### config.mk
export PLATFORM = sky130hd
export DESIGN_NAME = aurora_link_manager
export DESIGN_NICKNAME = d
export VERILOG_FILES = /design/src/rtl/aurora_link_manager_pkg.sv /design/src/rtl/aurora_link_manager_lane.sv /design/src/rtl/aurora_link_manager.sv
export SDC_FILE = /design/constraint.sdc
export NUM_CORES = 1
export LEC_CHECK = 0
export CORE_MARGIN = 8
export CORE_UTILIZATION = 45
export CTS_CLUSTER_DIAMETER = 60
export DETAILED_ROUTE_END_ITERATION = 8
export PLACE_DENSITY_LB_ADDON = 0.15
export SYNTH_ARGS = -nofsm -noshare
export SYNTH_HDL_FRONTEND = slang
export SYNTH_HIERARCHICAL = 1
export SYNTH_SLANG_ARGS = --single-unit
### constraint.sdc
create_clock -name init_clk -period 6.6 [get_ports init_clk]
set_input_delay 0.66 -clock init_clk [delete_from_list [all_inputs] [get_ports init_clk]]
set_output_delay 0.66 -clock init_clk [all_outputs]
set_load 0.01 [all_outputs]
### src/rtl/aurora_link_manager_pkg.sv
// Shared definitions for the Aurora link manager.
// Contents:
//   g_state_e  - global sequencer states (PMA init, settle, run)
//   l_state_e  - per-lane supervisor states
//   PMA_CNT_W  - width of the global re-init counter
//   clog2()    - ceiling log2, at least 1, used to size the counters
package aurora_link_manager_pkg;

    typedef enum logic [1:0] {
        G_PMA    = 2'd0,
        G_SETTLE = 2'd1,
        G_RUN    = 2'd2
    } g_state_e;

    typedef enum logic [1:0] {
        L_IDLE  = 2'd0,
        L_RESET = 2'd1,
        L_WAIT  = 2'd2,
        L_UP    = 2'd3
    } l_state_e;

    localparam int PMA_CNT_W = 8;

    // Ceiling log2, never below 1 so that a counter always has at least one bit.
    // Counters with limit L are sized as clog2(L+1).
    function automatic int clog2(input int value);
        int r;
        int v;
        r = 0;
        v = value - 1;
        while (v > 0) begin
            r = r + 1;
            v = v >> 1;
        end
        return (r < 1) ? 1 : r;
    endfunction

endpackage

### src/rtl/aurora_link_manager_lane.sv
// aurora_lane_supervisor: supervises one Aurora lane.
// Synchronises channel_up/hard_error, sequences the lane reset, runs the
// channel_up watchdog and counts consecutive failures.
// Ports:
//   clk, reset_n  - init_clk and asynchronous active-low reset
//   run           - global sequencer is (entering) the run phase
//   force_idle    - escalation: drop to idle and clear the retry count
//   enable        - lane is supervised
//   channel_up    - raw channel_up (user_clk domain)
//   hard_error    - raw hard_error (user_clk domain)
//   lane_reset    - registered Aurora reset for this lane, active high
//   link_ok       - registered, lane is in L_UP
//   retry_hit     - enabled lane has reached MAX_RETRY consecutive failures
module aurora_lane_supervisor
    import aurora_link_manager_pkg::*;
#(
    parameter int RST_CYCLES = 32,
    parameter int UP_TIMEOUT = 65536,
    parameter int MAX_RETRY  = 4
) (
    input  logic clk,
    input  logic reset_n,
    input  logic run,
    input  logic force_idle,
    input  logic enable,
    input  logic channel_up,
    input  logic hard_error,
    output logic lane_reset,
    output logic link_ok,
    output logic retry_hit
);

    localparam int CNT_MAX = (RST_CYCLES > UP_TIMEOUT) ? RST_CYCLES : UP_TIMEOUT;
    localparam int CW      = clog2(CNT_MAX + 1);
    localparam int RW      = clog2(MAX_RETRY + 1);

    logic [1:0]    cu_sync_q;
    logic [1:0]    he_sync_q;
    l_state_e      state_q, state_d;
    logic [CW-1:0] cnt_q, cnt_d;
    logic [RW-1:0] retry_q, retry_d;
    logic          lane_reset_q, lane_reset_d;
    logic          link_ok_q, link_ok_d;
    logic          cu_s;
    logic          he_s;

    assign cu_s = cu_sync_q[1];
    assign he_s = he_sync_q[1];

    always_ff @(posedge clk or negedge reset_n) begin
        if (!reset_n) begin
            cu_sync_q    <= '0;
            he_sync_q    <= '0;
            state_q      <= L_IDLE;
            cnt_q        <= '0;
            retry_q      <= '0;
            lane_reset_q <= 1'b1;
            link_ok_q    <= 1'b0;
        end else begin
            cu_sync_q    <= {cu_sync_q[0], channel_up};
            he_sync_q    <= {he_sync_q[0], hard_error};
            state_q      <= state_d;
            cnt_q        <= cnt_d;
            retry_q      <= retry_d;
            lane_reset_q <= lane_reset_d;
            link_ok_q    <= link_ok_d;
        end
    end

    always_comb begin
        state_d = state_q;
        cnt_d   = cnt_q;
        retry_d = retry_q;
        // Escalation and disable override every lane transition.
        if (force_idle || !enable || !run) begin
            state_d = L_IDLE;
            cnt_d   = '0;
            retry_d = '0;
        end else begin
            unique case (state_q)
                L_IDLE: begin
                    state_d = L_RESET;
                    cnt_d   = '0;
                end
                L_RESET: begin
                    if (cnt_q == CW'(RST_CYCLES - 1)) begin
                        state_d = L_WAIT;
                        cnt_d   = '0;
                    end else begin
                        cnt_d = cnt_q + 1'b1;
                    end
                end
                L_WAIT: begin
                    // hard_error is deliberately ignored here; only the watchdog decides.
                    if (cu_s) begin
                        state_d = L_UP;
                        cnt_d   = '0;
                        retry_d = '0;
                    end else if (cnt_q == CW'(UP_TIMEOUT - 1)) begin
                        state_d = L_RESET;
                        cnt_d   = '0;
                        retry_d = retry_q + 1'b1;
                    end else begin
                        cnt_d = cnt_q + 1'b1;
                    end
                end
                L_UP: begin
                    if (!cu_s || he_s) begin
                        state_d = L_RESET;
                        cnt_d   = '0;
                        retry_d = retry_q + 1'b1;
                    end
                end
                default: begin
                    state_d = L_IDLE;
                    cnt_d   = '0;
                    retry_d = '0;
                end
            endcase
        end
        lane_reset_d = (state_d == L_IDLE) || (state_d == L_RESET);
        link_ok_d    = (state_d == L_UP);
    end

    assign lane_reset = lane_reset_q;
    assign link_ok    = link_ok_q;
    assign retry_hit  = enable && (retry_q == RW'(MAX_RETRY));

endmodule

### src/rtl/aurora_link_manager.sv
// aurora_link_manager: bring-up/recovery sequencer for a multi-lane Aurora
// receive wrapper. Holds the global PMA-init/settle/run sequencer, the
// escalation OR across lanes, all_up and the re-init counter.
// Ports:
//   init_clk      - free-running clock
//   reset_n       - asynchronous active-low reset
//   enable_mask   - per-lane supervision enable
//   channel_up    - per-lane channel_up (user_clk domain)
//   hard_error    - per-lane hard_error (user_clk domain)
//   pma_init      - shared PMA init, registered
//   lane_reset    - per-lane Aurora reset, registered
//   link_ok       - per-lane "lane is up", registered
//   all_up        - all enabled lanes up (0 when none enabled), registered
//   pma_init_cnt  - global re-inits since reset, saturating
module aurora_link_manager
    import aurora_link_manager_pkg::*;
#(
    parameter int CNO           = 8,
    parameter int PMA_CYCLES    = 64,
    parameter int SETTLE_CYCLES = 256,
    parameter int RST_CYCLES    = 32,
    parameter int UP_TIMEOUT    = 65536,
    parameter int MAX_RETRY     = 4
) (
    input  logic                 init_clk,
    input  logic                 reset_n,
    input  logic [CNO-1:0]       enable_mask,
    input  logic [CNO-1:0]       channel_up,
    input  logic [CNO-1:0]       hard_error,
    output logic                 pma_init,
    output logic [CNO-1:0]       lane_reset,
    output logic [CNO-1:0]       link_ok,
    output logic                 all_up,
    output logic [PMA_CNT_W-1:0] pma_init_cnt
);

    localparam int G_MAX = (PMA_CYCLES > SETTLE_CYCLES) ? PMA_CYCLES : SETTLE_CYCLES;
    localparam int GW    = clog2(G_MAX + 1);

    g_state_e             g_state_q, g_state_d;
    logic [GW-1:0]        g_cnt_q, g_cnt_d;
    logic                 pma_init_q, pma_init_d;
    logic                 all_up_q, all_up_d;
    logic [PMA_CNT_W-1:0] pma_cnt_q, pma_cnt_d;
    logic [CNO-1:0]       retry_hit;
    logic                 escalate;
    logic                 run;

    // Several lanes hitting the limit together still count as one escalation.
    assign escalate = |retry_hit;

    always_ff @(posedge init_clk or negedge reset_n) begin
        if (!reset_n) begin
            g_state_q  <= G_PMA;
            g_cnt_q    <= '0;
            pma_init_q <= 1'b1;
            all_up_q   <= 1'b0;
            pma_cnt_q  <= '0;
        end else begin
            g_state_q  <= g_state_d;
            g_cnt_q    <= g_cnt_d;
            pma_init_q <= pma_init_d;
            all_up_q   <= all_up_d;
            pma_cnt_q  <= pma_cnt_d;
        end
    end

    always_comb begin
        g_state_d = g_state_q;
        g_cnt_d   = g_cnt_q;
        pma_cnt_d = pma_cnt_q;
        if (escalate) begin
            g_state_d = G_PMA;
            g_cnt_d   = '0;
            if (pma_cnt_q != '1) begin
                pma_cnt_d = pma_cnt_q + 1'b1;
            end
        end else begin
            unique case (g_state_q)
                G_PMA: begin
                    if (g_cnt_q == GW'(PMA_CYCLES - 1)) begin
                        g_state_d = G_SETTLE;
                        g_cnt_d   = '0;
                    end else begin
                        g_cnt_d = g_cnt_q + 1'b1;
                    end
                end
                G_SETTLE: begin
                    if (g_cnt_q == GW'(SETTLE_CYCLES - 1)) begin
                        g_state_d = G_RUN;
                        g_cnt_d   = '0;
                    end else begin
                        g_cnt_d = g_cnt_q + 1'b1;
                    end
                end
                G_RUN: begin
                    g_cnt_d = '0;
                end
                default: begin
                    g_state_d = G_PMA;
                    g_cnt_d   = '0;
                end
            endcase
        end
        pma_init_d = (g_state_d == G_PMA);
        // Disabled lanes are don't-care; an empty mask means nothing is up.
        all_up_d   = (|enable_mask) && (&(link_ok | ~enable_mask));
    end

    // Lanes see the run phase on the same edge the global FSM enters it, so the
    // lane reset window starts right at the end of the settle period.
    assign run = (g_state_d == G_RUN);

    for (genvar gi = 0; gi < CNO; gi++) begin : g_lane
        aurora_lane_supervisor #(
            .RST_CYCLES (RST_CYCLES),
            .UP_TIMEOUT (UP_TIMEOUT),
            .MAX_RETRY  (MAX_RETRY)
        ) u_lane (
            .clk        (init_clk),
            .reset_n    (reset_n),
            .run        (run),
            .force_idle (escalate),
            .enable     (enable_mask[gi]),
            .channel_up (channel_up[gi]),
            .hard_error (hard_error[gi]),
            .lane_reset (lane_reset[gi]),
            .link_ok    (link_ok[gi]),
            .retry_hit  (retry_hit[gi])
        );
    end

    assign pma_init     = pma_init_q;
    assign all_up       = all_up_q;
    assign pma_init_cnt = pma_cnt_q;

endmodule

==> impl_metrics.yaml <==
die:
  boundaryPins: 52
  die_w_um: 190
  die_area_um2: 36300
  starting_density_pct: 45.2
  placementRows: 64
  core_area_um2: 30300
  die_h_um: 190
setup_path:
  worst_path_largest_cell_delay_ps: 720
  setup.worst_path.end_class: "flop"
  cpMaxStageDelayCell: "sky130_fd_sc_hd__nor2_2"
  cp.arrival_ps: 4740
  crit_path_max_fanout: 21
  cells_traversed_along_the_worst_timing_path: "clkdlybuf4s50_1, and3_1, or4_4, nor2_4, inv_2, nor2_2, and3b_1, and2_0, a211oi_4, and3_1, a221o_1"
  crit_path_top_cell_by_count: "sky130_fd_sc_hd__and3_1"
  worst_setup_path_start_kind: "primary input"
  worstPathRequired_ps: 7020
  timing.setup.critical_path_class: "in2reg"
run_status:
  result_of_the_run: "finished, final reports clean"
cells_and_area:
  final_common_cell: "sky130_fd_sc_hd__dfrtp_1"
  drive_above_1_share_pct: 9.43
  flow.area_growth_from_synthesis_pct: 15.3
  most-common-layout-cells: "sky130_fd_sc_hd__dfrtp_1, sky130_fd_sc_hd__nor2_1, sky130_fd_sc_hd__nand2_1, sky130_fd_sc_hd__inv_1, sky130_fd_sc_hd__ha_1"
  antenna_cells_inserted: 0
  final_area_um2: 15800
  fin_nets: 1595
  fraction_of_the_core_area_covered_by_cells_at_the_end_of_the_flow_pct: 52.2
clock_network:
  cts-htree-levels: 1
  clk_pin_slew_ps: 60
  cts.repair.resized: 0
  cts.sinks: 245
  cts_made_buffers: 31
  cts-hold-fix-buffers: 0
  cts_setup_buffers: 0
  cts_tree: "yes"
  max-clock-path-buffers: 3
  clockRootBuffer: "sky130_fd_sc_hd__clkbuf_16"
  clkLatencyLatePin_ps: 550
sta:
  slew_headroom_pct: 35.6
  final_min_period_over_clock_period_pct: 65.4
  rsz0062_at_grt: "no"
  timing.final.ws_setup_ps: 2290
  fmax_mhz: 232
  hold_violations: 0
  fin_setup_tns_ps: 0
  final-setup-viol-count: 0
  timing_max_transition_violations_final: 0
  tightest_slew_ps: 964
  setup_clock_skew_after_layout_ps: 11.3
  period_needed_ps: 4310
place:
  finalWeightedCongestion: 0.813
  port_buffers: 51
  postPlaceCellArea_um2: 14600
  dp.final_hpwl_mm: 21.6
  detailedPlace.worstSlack_ps: 1720
route:
  drc: 0
  viasPerCell: 5.62
  routed_via_count: 10743
  antenna_left: 0
  routed_wl_per_cell_um: 16.1
  wirelength_mm: 30.8
  detailed_router_iteration_count_before_antenna_repair: 5
  first_iter_violations: 628
power:
  p_leak_nw: 6.78
  maximum_vdd_drop_uv: 171
  design_power_total_mw: 3.44
  p_per_area_nw_per_um2: 218
yosys:
  yosys_most_used_dff: "sky130_fd_sc_hd__dfrtp_1"
  syn-instance-count: 1426
  asyncSetResetFlopFracSynth_pct: 100
  synth_area_per_cell_um2: 9.60
  synth-seq-cells: 245
  synth.cell_area_um2: 13700
  ys.warnings.count: 6
  postSynthNetCount: 1528
  synth.lib_cells_used.distinct: 62
  synth_seq_area_share_pct: 44.8
  edff_count_synth: 0
global_routing:
  globalRouteOverflowTotal: 0
  groute.usage.overall_pct: 17.0
  grt_max_degree: 111
  grt_first_pass_wirelength_mm: 52.3
  antenna_found_initial: 0
  number_of_global_route_vias_before_repair: 10479
min_path:
  hold_path_class: "in2async"
run:
  cap_viol_max_count: 0
-- synth_stat cells (3+ instances only) --
cell type	number	area, um2
sky130_fd_sc_hd__a31oi_1	21	131
sky130_fd_sc_hd__buf_2	7	35.0
sky130_fd_sc_hd__nor2b_1	8	50.1
sky130_fd_sc_hd__o22a_2	7	70.1
sky130_fd_sc_hd__nand2_1	115	432
sky130_fd_sc_hd__or4_1	18	135
sky130_fd_sc_hd__a22o_1	34	298
sky130_fd_sc_hd__a21o_2	6	52.6
sky130_fd_sc_hd__ha_1	76	951
sky130_fd_sc_hd__o211ai_1	8	60.1
sky130_fd_sc_hd__nand4_1	44	275
sky130_fd_sc_hd__nand4b_1	8	70.1
sky130_fd_sc_hd__or3b_1	5	43.8
sky130_fd_sc_hd__inv_1	96	360
sky130_fd_sc_hd__nand3_1	62	310
sky130_fd_sc_hd__nor3_1	30	150
sky130_fd_sc_hd__dfstp_2	9	236
sky130_fd_sc_hd__and3b_1	9	78.8
sky130_fd_sc_hd__mux2i_1	29	290
sky130_fd_sc_hd__a211oi_1	10	75.1
sky130_fd_sc_hd__nor4_1	28	175
sky130_fd_sc_hd__nand3b_1	19	143
sky130_fd_sc_hd__or4_4	16	180
sky130_fd_sc_hd__nor3b_1	17	128
sky130_fd_sc_hd__o21ai_0	73	365
sky130_fd_sc_hd__a21oi_2	12	105
sky130_fd_sc_hd__dfrtp_1	236	5910
sky130_fd_sc_hd__a311o_1	8	80.1
sky130_fd_sc_hd__nand2b_1	37	231
sky130_fd_sc_hd__xor2_1	19	166
sky130_fd_sc_hd__or4b_2	7	70.1
sky130_fd_sc_hd__nor2_1	152	571
sky130_fd_sc_hd__clkbuf_1	12	45.0
sky130_fd_sc_hd__o41ai_4	8	220
sky130_fd_sc_hd__o22ai_1	20	125
sky130_fd_sc_hd__a21oi_1	59	295
sky130_fd_sc_hd__xnor2_1	8	70.1
sky130_fd_sc_hd__o21ai_1	7	35.0
sky130_fd_sc_hd__and3_1	16	100
sky130_fd_sc_hd__a21o_1	23	173
sky130_fd_sc_hd__or3b_2	3	26.3
sky130_fd_sc_hd__o2bb2ai_1	7	61.3
sky130_fd_sc_hd__or2_2	8	50.1
sky130_fd_sc_hd__or3_1	7	43.8
-- cells by family (layout without fill, tap and decap cells) --
kind of cell,after synthesis,after routing,synth area share (%)
DFF,245,245,44.8
and+or+nand+nor,615,615,24.2
AOI/OAI and AO/OA,316,316,16.8
muxes,31,31,2.28
adders and majority gates,76,76,6.94
xor gates and xnor gates,27,27,1.73
buffers and inverters,116,207,3.24
-- sequential cells by signal, indices dropped and copies added (netlist names) --
register,count
all_up,1
g_lane.u_lane/he_sync_q,16
g_lane.u_lane/cnt_q,136
g_lane.u_lane/link_ok,8
g_lane.u_lane/retry_q,24
pma_init,1
g_lane.u_lane/lane_reset,8
g_lane.u_lane/cu_sync_q,16
pma_init_cnt,8
g_state_q,2
g_cnt_q,9
g_lane.u_lane/state_q,16
-- layer usage --
layer / GRT usage [%] / part of all wire, % / vias up
li1: - / - / 5323
met3: 2.32 / 4.2 / 33
met4: 4.06 / 1.6 / 0
met2: 27.6 / 46 / 180
met1: 23.7 / 48 / 5207
met5: 0 / 0 / -
-- per-stage QoR --
step / instances / hold WS (ps)
2_1_floorplan: 1426 / 331
3_3_place_gp: 1856 / 333
3_5_place_dp: 1856 / 336
4_1_cts: 1913 / 216
5_1_grt: 1913 / 257
6_report: 1913 / 182
-- final cells by class --
type / instances / area, um2
Tap cell: 396 / 495
Timing Repair Buffer: 53 / 531
Clock buffer: 39 / 846
Multi-Input combinational cell: 1065 / 7110
Fill cell: 2803 / 14500
Sequential cell: 245 / 6140
Clock inverter: 18 / 302
Inverter: 97 / 364
-- critical path: cells and delay by family --
kind / cells / cell delay [ps]
AO/OA/AOI/OAI: 2 / 400
buffers and inverters: 2 / 740
AND/OR/NAND/NOR: 7 / 2940
-- final timing paths --
check / start / end / slack [ps] / cells after the start
setup / recovery: enable_mask[5] / g_lane[5].u_lane/cnt_q[15] / 2290 / 11
hold / removal: reset_n / g_lane[3].u_lane/cnt_q[7] / 180 / 1
setup reg to reg: g_lane[5].u_lane/retry_q[0] / g_lane[5].u_lane/cnt_q[15] / 2380 / 12
hold reg to reg: g_lane[6].u_lane/cu_sync_q[0] / g_lane[6].u_lane/cu_sync_q[1] / 350 / 0
max in group asynchronous: reset_n / g_lane[5].u_lane/cnt_q[1] / 4950 / 2
min in group init_clk: g_lane[6].u_lane/cu_sync_q[0] / g_lane[6].u_lane/cu_sync_q[1] / 350 / 0
-- power breakdown --
group          total [mW]  switching (mW)  internal, mW
sequential           1.52         0.00954          1.51
combinational      0.0612          0.0411        0.0202
clock                1.85           0.664          1.19
total                3.44           0.715          2.72
Note: power is estimated with default switching activity, not from simulation.
